## src/rtl/y_poly_writer_pkg.sv

```systemverilog
// Shared Dilithium parameters: modulus, coefficient geometry and the per-level L table.
// Also holds the writer FSM state encoding so the top and any future helpers agree on it.
package y_poly_writer_pkg;

   localparam int unsigned DILITHIUM_Q    = 8380417;
   localparam int unsigned SAMPLE_W       = 23;
   localparam int unsigned BUS_W          = 4;
   localparam int unsigned N              = 256;
   localparam int unsigned BEATS_PER_POLY = N / BUS_W;

   localparam int unsigned L_LVL2 = 4;
   localparam int unsigned L_LVL3 = 5;
   localparam int unsigned L_LVL5 = 7;

   typedef enum logic [1:0] {
      ST_IDLE  = 2'd0,
      ST_WRITE = 2'd1,
      ST_FLUSH = 2'd2,
      ST_DONE  = 2'd3
   } state_e;

   // Reserved security levels fall back to the level-3 vector length.
   function automatic logic [2:0] l_of_lvl(input logic [2:0] lvl);
      logic [2:0] l;
      case (lvl)
         3'd2:    l = 3'(L_LVL2);
         3'd5:    l = 3'(L_LVL5);
         default: l = 3'(L_LVL3);
      endcase
      return l;
   endfunction

endpackage

```

## src/rtl/y_poly_writer.sv

```systemverilog
// Streams sampled y-vector coefficients into memory, one polynomial (64 words) at a time.
// Write latency 1 cycle; ready_i high only in WRITE, a one-cycle FLUSH separates polynomials.
module y_poly_writer #(
   parameter int SAMPLE_W = y_poly_writer_pkg::SAMPLE_W,
   parameter int BUS_W    = y_poly_writer_pkg::BUS_W,
   parameter int ADDR_W   = 9
) (
   input  logic                      clk,
   input  logic                      rst,
   input  logic [2:0]                sec_lvl,
   input  logic                      start,
   input  logic [ADDR_W-1:0]         base_addr,
   input  logic                      valid_i,
   output logic                      ready_i,
   input  logic [SAMPLE_W*BUS_W-1:0] samples,
   output logic                      mem_we,
   output logic [ADDR_W-1:0]         mem_addr,
   output logic [SAMPLE_W*BUS_W-1:0] mem_wdata,
   output logic [2:0]                poly_idx,
   output logic                      flush_o,
   output logic                      poly_done,
   output logic                      done,
   output logic                      busy
);
   import y_poly_writer_pkg::*;

   localparam logic [5:0] LAST_BEAT = 6'(BEATS_PER_POLY - 1);

   state_e                    state_q, state_d;
   logic [2:0]                l_q, l_d;
   logic [ADDR_W-1:0]         base_q, base_d;
   logic [2:0]                poly_idx_q, poly_idx_d;
   logic [5:0]                beat_cnt_q, beat_cnt_d;
   logic                      mem_we_q, mem_we_d;
   logic [ADDR_W-1:0]         mem_addr_q, mem_addr_d;
   logic [SAMPLE_W*BUS_W-1:0] mem_wdata_q, mem_wdata_d;
   logic [ADDR_W-1:0]         addr_off;

   // {poly_idx, beat_cnt} is poly_idx*64 + beat_cnt; the add wraps modulo 2^ADDR_W.
   assign addr_off = ADDR_W'({poly_idx_q, beat_cnt_q});

   always_ff @(posedge clk) begin
      if (rst) begin
         state_q     <= ST_IDLE;
         l_q         <= '0;
         base_q      <= '0;
         poly_idx_q  <= '0;
         beat_cnt_q  <= '0;
         mem_we_q    <= 1'b0;
         mem_addr_q  <= '0;
         mem_wdata_q <= '0;
      end else begin
         state_q     <= state_d;
         l_q         <= l_d;
         base_q      <= base_d;
         poly_idx_q  <= poly_idx_d;
         beat_cnt_q  <= beat_cnt_d;
         mem_we_q    <= mem_we_d;
         mem_addr_q  <= mem_addr_d;
         mem_wdata_q <= mem_wdata_d;
      end
   end

   always_comb begin
      state_d     = state_q;
      l_d         = l_q;
      base_d      = base_q;
      poly_idx_d  = poly_idx_q;
      beat_cnt_d  = beat_cnt_q;
      mem_we_d    = 1'b0;
      mem_addr_d  = mem_addr_q;
      mem_wdata_d = mem_wdata_q;
      ready_i     = 1'b0;
      flush_o     = 1'b0;
      poly_done   = 1'b0;
      done        = 1'b0;
      busy        = (state_q != ST_IDLE);

      case (state_q)
         ST_IDLE: begin
            if (start) begin
               l_d        = l_of_lvl(sec_lvl);
               base_d     = base_addr;
               poly_idx_d = '0;
               beat_cnt_d = '0;
               state_d    = ST_WRITE;
            end
         end
         ST_WRITE: begin
            ready_i = 1'b1;
            if (valid_i) begin
               mem_we_d    = 1'b1;
               mem_addr_d  = base_q + addr_off;
               mem_wdata_d = samples;
               beat_cnt_d  = beat_cnt_q + 6'd1;
               if (beat_cnt_q == LAST_BEAT) begin
                  state_d = ST_FLUSH;
               end
            end
         end
         ST_FLUSH: begin
            flush_o    = 1'b1;
            poly_done  = 1'b1;
            beat_cnt_d = '0;
            // The final index is kept visible after the vector completes.
            if (poly_idx_q == 3'(l_q - 3'd1)) begin
               state_d = ST_DONE;
            end else begin
               poly_idx_d = poly_idx_q + 3'd1;
               state_d    = ST_WRITE;
            end
         end
         ST_DONE: begin
            done    = 1'b1;
            state_d = ST_IDLE;
         end
         default: state_d = ST_IDLE;
      endcase
   end

   assign mem_we    = mem_we_q;
   assign mem_addr  = mem_addr_q;
   assign mem_wdata = mem_wdata_q;
   assign poly_idx  = poly_idx_q;

endmodule

```

## config.mk

```make
export PLATFORM = sky130hd
export DESIGN_NAME = y_poly_writer
export DESIGN_NICKNAME = d
export VERILOG_FILES = /design/src/rtl/y_poly_writer_pkg.sv /design/src/rtl/y_poly_writer.sv
export SDC_FILE = /design/constraint.sdc
export NUM_CORES = 1
export LEC_CHECK = 0
export ABC_AREA = 1
export BUFFER_PORTS_ARGS = -buffer_cell sky130_fd_sc_hd__buf_2
export CAP_MARGIN = 25
export CORE_ASPECT_RATIO = 0.9
export CORE_MARGIN = 2
export CORE_UTILIZATION = 40
export CTS_BUF_LIST = sky130_fd_sc_hd__clkbuf_4 sky130_fd_sc_hd__clkbuf_8 sky130_fd_sc_hd__clkbuf_16
export DETAILED_ROUTE_END_ITERATION = 8
export GPL_TIMING_DRIVEN = 0
export PLACE_DENSITY = 0.69
export SLEW_MARGIN = 20
export SYNTH_ARGS = -nofsm -noshare
export SYNTH_HDL_FRONTEND = slang
export SYNTH_SLANG_ARGS = --single-unit
export TNS_END_PERCENT = 1
```

## constraint.sdc

```tcl
create_clock -name clk -period 2.4 [get_ports clk]
set_input_delay 0.48 -clock clk [delete_from_list [all_inputs] [get_ports clk]]
set_output_delay 0.48 -clock clk [all_outputs]
set_load 0.01 [all_outputs]
```

==> impl_summary.txt, run 1 <==
----------------------------------------------------
[Timing]
  Worst clock skew ... 0.00562 ns
  Unrepaired setup endpoints after global routing ... false
  F_max ... approximately 0.51 GHz
  Setup Viol. Count Final ... 0
  Total negative slack for setup checks ... 0 ns
  Fin. max-slew vios ... 0
  Number of failing hold endpoints at the final stage ... 0
  Pin slew with the least headroom to its limit ... approximately 0.60 ns
  Minimum clock period ... ~2 ns
  Fraction of the cycle the final worst path needs ... between 80% and 90%
  Final critical-path setup slack ... around 0.45 ns
  Worst relative slew slack ... roughly three fifths

[Yosys]
  Flip-flop and latch count after synthesis ... 125
  Cell taking the most area after synthesis ... dfxtp_1
  Proportion of synthesized area in mux cells ... 0%
  Area contributors post-synth ... dfxtp_1 50%, nand2_1 18%, a21oi_1 11%, inv_1 2.8%, nor2_1 2.8%
  Mean area per synthesized cell ... ~7.5 µm²
  Number of instances in the synthesized netlist ... 663
  Dominant combinational cell family by area after synthesis ... simple AND/OR/NAND/NOR gates
  Fraction of the mapped netlist area in adder cells ... about 3.2%
  Distinct cell type count of the synthesized netlist ... 27
  Post-synthesis share of cell area spent on and, or, nand and nor gates ... between 20% and 30%
  Post-synth design cell area ... between 0.004 and 0.005 mm²
  Complex-gate fraction of the synthesized area ... 14.2%
  Post-Synthesis Net Count ... just under 800
  Xor-xnor portion of the synthesized cell area ... 1.06%
  Sequential area share after synthesis ... just over 50%
  Top-area cell type share of the netlist area ... 50.5%
  Yosys warning total ... 0

[Power and ir drop]
  Areal power density over the cells ... about 850 mW/mm²
  Final Total Pwr ... between 5 and 6 mW
  Reported leakage power ... 3.36 nW
  VDD IR max ... 0.000501 V

[Setup path]
  Arrival time of the worst setup path ... approximately 1.5 ns
  Slowest cell on the critical path ... dfxtp_1
  Biggest cell delay along the critical path ... 0.43 ns
  Register-to-register path setup slack ... ~0.75 ns
  WP data required ... ~1.9 ns
  Critical path depth in cells ... 4
  Destination of the critical timing path ... poly_done
  FF-to-FF End ... mem_wdata[41]$_SDFFE_PP0P_
  CP Launch Point ... state_q[1]$_SDFFE_PP0P_
  Element type at the critical path end ... output pin
  Reg-to-reg critical path startpoint ... state_q[0]$_SDFFE_PP0P_
  Total buffers and inverters traversed by the critical path ... 3
  Top cell family by delay on the critical path ... flip-flops
  Critical path peak fanout ... 6
  Cells traversed along the worst timing path ... inv_1, nor2_1, buf_4, buf_2
  Crit path launch type ... flop
  Critical path type ... flop to output pin
  Number of cells on the worst reg-to-reg path ... 8

[Final layout]
  Syn-to-layout area delta ... 38.8%
  Most common library cell in the layout ignoring fill and taps ... nand2_1
  Proportion of layout cells with a drive suffix above 1 ... 29.8%
  Commonest non-fill, non-tap cells in the layout ... 243 x nand2_1, 225 x buf_2, 125 x dfxtp_1
  Non-filler instance count after layout ... between 1k and 1.5k
  Final-stage net count ... between 1k and 1.5k
  FILL cells ... 1,217
  Footprint of the flip-flops and latches ... 0.00250 mm²
  Area used by multi-input combinational logic ... ~0.0021 mm²
  Antenna diode count ... 0

[Clocking]
  Clk sink count ... 125
  Clock transition at the registers of the reported paths ... roughly 0.06 ns
  Number of H-tree branching levels ... 4
  # hold bufs at CTS ... 0
  Number of clock buffers inserted by TritonCTS ... 17
  Number of buffers added for setup after CTS ... 0
  Resize count post-CTS ... 0
  CTS tree ... yes
  Root Buffer Master ... clkbuf_16
  Insertion delay of the later-clocked pin in the worst-skew pair ... roughly 0.4 ns
  Max Root-Sink Buffers ... 2

[Min path]
  Hold path depth ... 2
  Worst Hold Class ... input pin to flop

[Drt]
  Met2 wire len ... around 6.4 mm
  Iter 0 DRT Violations ... about 280
  Topmost layer with routed signal wires ... met5
  Post-detailed-route via-to-cell ratio ... around 4.7
  Count of nets left with antenna violations after detail routing ... 0
  Number of search-and-repair iterations in the first detailed-routing pass ... 4
  Final routed DRC violation total ... 0
  Sum of routed wire length over all layers ... 14.1 mm
  Sum of met3 wire segment lengths after detailed routing ... roughly 1.1 mm
  Routed wire length per instance ... 13.2 µm
  Met1 WL ... 6.46 mm
  Vias ... 4,988

[GRT]
  Number of antenna violations at the first check in global routing ... 1
  Maximum number of pins on one net before global-route repair ... 17
  Total routing usage reported by global routing ... 20.9%
  Total global routing overflow ... 0
  Via count of the first global-routing pass ... between 4k and 5k
  Global-route wire length before repair ... around 22 mm

[Place]
  DP Worst Slack ... around 0.64 ns
  IO buf count ... around 220
  HPWL Detailed ... between 10 and 15 mm
  Gpl congestion ... 0.797
  Cell Count Post-Placement ... around 1.0k

[Status]
  Outcome ... finished clean

[Die]
  Die Outline Area ... about 0.013 mm²
  IO Count ... between 200 and 250
  Row count ... 38
  Core ar. ... between 0.01 and 0.015 mm²
  Die boundary height ... 110 µm
  Initial core utilization ... between 40% and 50%
  Die width ... around 120 µm

[Run]
  Maxcap violations ... 0

----------------------------------------------------
[area by class of cell]
class,count,area share [%]
inverters,39,2.13
multi-input cells,462,31.0
plain buffers,37,2.60
clock buffers,19,6.49
flip-flops and latches,125,36.4
well taps,160,2.91
repair buffers,217,15.8
clock inverters,13,2.75
[registers in the layout, indices dropped and copies added (netlist names)]
| register | cells |
|---|---|
| mem_addr | 9 |
| mem_wdata | 92 |
| l_q | 3 |
| mem_we | 1 |
| beat_cnt_q | 6 |
| base_q | 9 |
| state_q | 2 |
| poly_idx | 3 |
[worst min path at each step]
| stage | startpoint | to | slack [ns] |
|---|---|---|---|
| floorplan | l_q[1]$_SDFFE_PP0P_ | l_q[1]$_SDFFE_PP0P_ | 0.43 |
| global placement | mem_wdata[52]$_SDFFE_PP0P_ | mem_wdata[52]$_SDFFE_PP0P_ | 0.45 |
| detailed placement | mem_wdata[33]$_SDFFE_PP0P_ | mem_wdata[33]$_SDFFE_PP0P_ | 0.45 |
| CTS | sec_lvl[1] | l_q[0]$_SDFFE_PP0P_ | 0.28 |
| global route | sec_lvl[1] | l_q[0]$_SDFFE_PP0P_ | 0.29 |
| finish | sec_lvl[1] | l_q[0]$_SDFFE_PP0P_ | 0.30 |
[cells in the mapped netlist (all sizes together)]
library cell / count
a21oi: 108
a22oi: 1
a31o: 1
a41oi: 1
buf: 15
clkbuf: 22
dfxtp: 125
fa: 1
ha: 11
inv: 39
nand2: 244
nand3: 18
nand3b: 2
nand4: 1
nor2: 38
nor3: 2
o21a: 3
o21ai: 19
o21bai: 3
or2: 3
xnor2: 3
xor2: 3
[kinds of logic after synthesis]
group,after synthesis
adder cells (fa/ha/maj),12
XOR/XNOR,6
AO/OA/AOI/OAI,136
buffers and inverters,76
AND/OR/NAND/NOR,308
flip-flops,125
[report_power, final]
part | leakage (nW) | switching [mW] | total (mW) | internal (mW)
combinational | 2.03 | 0.471 | 0.793 | 0.323
clock | 0.307 | 0.964 | 2.75 | 1.79
sequential | 1.02 | 0.0826 | 2.30 | 2.21
total | 3.36 | 1.52 | 5.84 | 4.32
[layer usage]
metal  track usage, %  vias to the layer above
met1             26.7                     2206
li1                 -                     2600
met3             6.64                       13
met2             33.7                      167
met4             7.22                        2
met5                0                        -
[through the flow]
stage               utilization, %  hold WS, ns  area (µm²)
CTS                           57.0        0.280        6880
floorplan                        -        0.433        4960
finish                        57.0        0.296        6880
global route                  57.0        0.293        6880
detailed placement            51.7        0.452        6240
global placement              51.7        0.449        6240
[worst register-to-register path: cells and delay by family (launching register included)]
kind	cells	cell delay, ns
compound gates	1	0.14
flops	1	0.40
buf+inv	4	0.62
simple gates	3	0.41
(Power assumes the default switching activity.)
==> inputs of run 2 (changes only) <==
Settings changed: PLACE_DENSITY 0.69 to 0.72.
Clock period 2.4 ns to 1.6 ns, I/O delays scaled along.
==> run 2 against run 1 <==
Effect of this change: sequential power up 50%; first-iteration DRC count up 7.8%; non-clock buffer count up 4; critical path depth down 1; largest power group unchanged; clock power up 48%; setup slack worse by 0.41 ns; largest cell class unchanged; combinational power up 55%; utilization up 0.65 points; critical path type unchanged; design area up 1.1%; sequential share of layout area down 0.27 points.
==> impl_summary.txt, run 2 (synthesized netlist as in run 1, its figures left out) <==
----------------------------------------------------
[Drt]
  Count of nets left with antenna violations after detail routing ... 0
  Sum of routed wire length over all layers ... around 14 mm
  Iter 0 DRT Violations ... approximately 300
  Number of search-and-repair iterations in the first detailed-routing pass ... 4
  Met2 wire len ... ~6.3 mm
  Met1 WL ... 6.31 mm
  Topmost layer with routed signal wires ... met4
  Post-detailed-route via-to-cell ratio ... 4.68
  Routed wire length per instance ... about 13 µm
  Sum of met3 wire segment lengths after detailed routing ... around 1.1 mm
  Vias ... slightly above 5k
  Final routed DRC violation total ... 0

[Power and ir drop]
  Areal power density over the cells ... about 1300 mW/mm²
  VDD IR max ... ~0.00072 V
  Reported leakage power ... ~3.4 nW

[Final layout]
  Area used by multi-input combinational logic ... 0.00216 mm²
  Most common library cell in the layout ignoring fill and taps ... nand2_1
  Final Core Density ... ~58%
  Flip-flop count of the largest register, all copies and words added ... 92
  FILL cells ... between 1k and 1.5k
  Footprint of the flip-flops and latches ... around 0.0025 mm²
  Antenna diode count ... 0
  Non-filler instance count after layout ... 1,075
  Commonest non-fill, non-tap cells in the layout ... 240 x nand2_1, 225 x buf_2, 121 x dfxtp_1
  Syn-to-layout area delta ... 40.4%
  Final-stage net count ... 1,023
  Proportion of layout cells with a drive suffix above 1 ... 31.3%

[GRT]
  Number of antenna violations at the first check in global routing ... 0
  Total routing usage reported by global routing ... 20.6%
  Total global routing overflow ... 0
  Via count of the first global-routing pass ... roughly 4.5k
  Global-route wire length before repair ... ~22 mm
  Maximum number of pins on one net before global-route repair ... 17

[Run]
  Maxcap violations ... 0

[Status]
  Outcome ... finished clean

[Place]
  HPWL Detailed ... 10.2 mm
  Cell Count Post-Placement ... approximately 1.0k
  Gpl congestion ... about 0.85
  IO buf count ... around 220
  DP Worst Slack ... -0.0683 ns

[Die]
  Die Outline Area ... approximately 0.013 mm²
  Die boundary height ... approximately 110 µm
  Die width ... 121 µm
  Initial core utilization ... 41.0%
  IO Count ... 218
  Core ar. ... 0.0121 mm²
  Row count ... 38

[Clocking]
  Max Root-Sink Buffers ... 2
  Clock transition at the registers of the reported paths ... around 0.060 ns
  Clk sink count ... between 100 and 150
  CTS tree ... yes
  Insertion delay of the later-clocked pin in the worst-skew pair ... about 0.41 ns
  Number of H-tree branching levels ... 4
  # hold bufs at CTS ... 0
  Root Buffer Master ... clkbuf_16
  Number of clock buffers inserted by TritonCTS ... 17

[Setup path]
  Crit path launch type ... flop
  Element type at the critical path end ... output pin
  Register-to-register path setup slack ... ~0.10 ns
  Critical path type ... flop to output pin
  Destination of the critical timing path ... ready_i
  Number of cells on the worst reg-to-reg path ... 5
  Reg-to-reg critical path startpoint ... beat_cnt_q[0]$_SDFFE_PP0P_
  Critical path peak fanout ... 5
  FF-to-FF End ... mem_addr[2]$_SDFFE_PP0P_
  WP data required ... between 1 and 1.5 ns
  Arrival time of the worst setup path ... between 1 and 1.5 ns
  CP Launch Point ... state_q[0]$_SDFFE_PP0P_

[Timing]
  F_max ... ~0.64 GHz
  Number of failing hold endpoints at the final stage ... 0
  Final critical-path setup slack ... between 0.04 and 0.05 ns
  Setup Viol. Count Final ... 0
  Minimum clock period ... 1.56 ns
  Worst clock skew ... ~0.0092 ns
  Pin slew with the least headroom to its limit ... roughly 0.6 ns
  Hold Slack ... between 0.1 and 0.15 ns
  Fraction of the cycle the final worst path needs ... a little over nine tenths
  Worst relative slew slack ... between 60 and 70%
  Fin. max-slew vios ... 0

[Min path]
  Worst Hold Class ... input pin to flop

----------------------------------------------------
==> run 2: power breakdown <==
group	switching [mW]	internal [mW]	leakage, nW	total [mW]
Combinational	0.717	0.513	2.05	1.23
Clock	1.45	2.61	0.299	4.06
Sequential	0.121	3.32	1.02	3.44
Total	2.29	6.44	3.37	8.73
==> run 2: worst min path at each step <==
stage                                from                         end  cells after the start
6_report                       sec_lvl[1]         l_q[0]$_SDFFE_PP0P_                      2
5_1_grt                        sec_lvl[1]         l_q[0]$_SDFFE_PP0P_                      2
4_1_cts                        sec_lvl[1]         l_q[0]$_SDFFE_PP0P_                      2
3_5_place_dp   mem_wdata[77]$_SDFFE_PP0P_  mem_wdata[77]$_SDFFE_PP0P_                      2
3_3_place_gp   mem_wdata[53]$_SDFFE_PP0P_  mem_wdata[53]$_SDFFE_PP0P_                      2
2_1_floorplan         l_q[1]$_SDFFE_PP0P_         l_q[1]$_SDFFE_PP0P_                      2
==> run 2: layer usage <==
| metal | up-vias | global-route usage (%) |
|---|---|---|
| met4 | 0 | 7.47 |
| li1 | 2608 | - |
| met2 | 168 | 32.6 |
| met1 | 2236 | 26.3 |
| met3 | 14 | 6.79 |
| met5 | - | 0 |
==> run 2: timing repair <==
action,4_1_cts,5_1_grt
resized for setup,6,15
endpoints found under the setup margin,49,53
pin swaps,1,4
buffers inserted,1,3
endpoints found under the hold margin,0,0
==> run 2: final cells by class <==
type	instances	share of cell area [%]
Sequential cell	125	36.1
Multi-Input combinational cell	462	31.1
Timing Repair Buffer	221	16.0
Inverter	39	2.14
Buffer	37	2.84
Clock buffer	17	6.11
Tap cell	160	2.88
Clock inverter	14	2.79
==> run 2: critical path: stages (launching register included) <==
cell and delay, ns:
dfxtp_4 0.38, inv_2 0.06, nor2_4 0.22, buf_2 0.18
==> run 2: through the flow <==
step	total power, mW	instance area (µm²)	TNS [ns]
3_5_place_dp	4.70	6240	-2.16
3_3_place_gp	4.69	6240	-1.58
6_report	8.73	6960	0
4_1_cts	8.76	6890	-0.00587
5_1_grt	9.10	6960	-0.0109
2_1_floorplan	4.20	4960	0
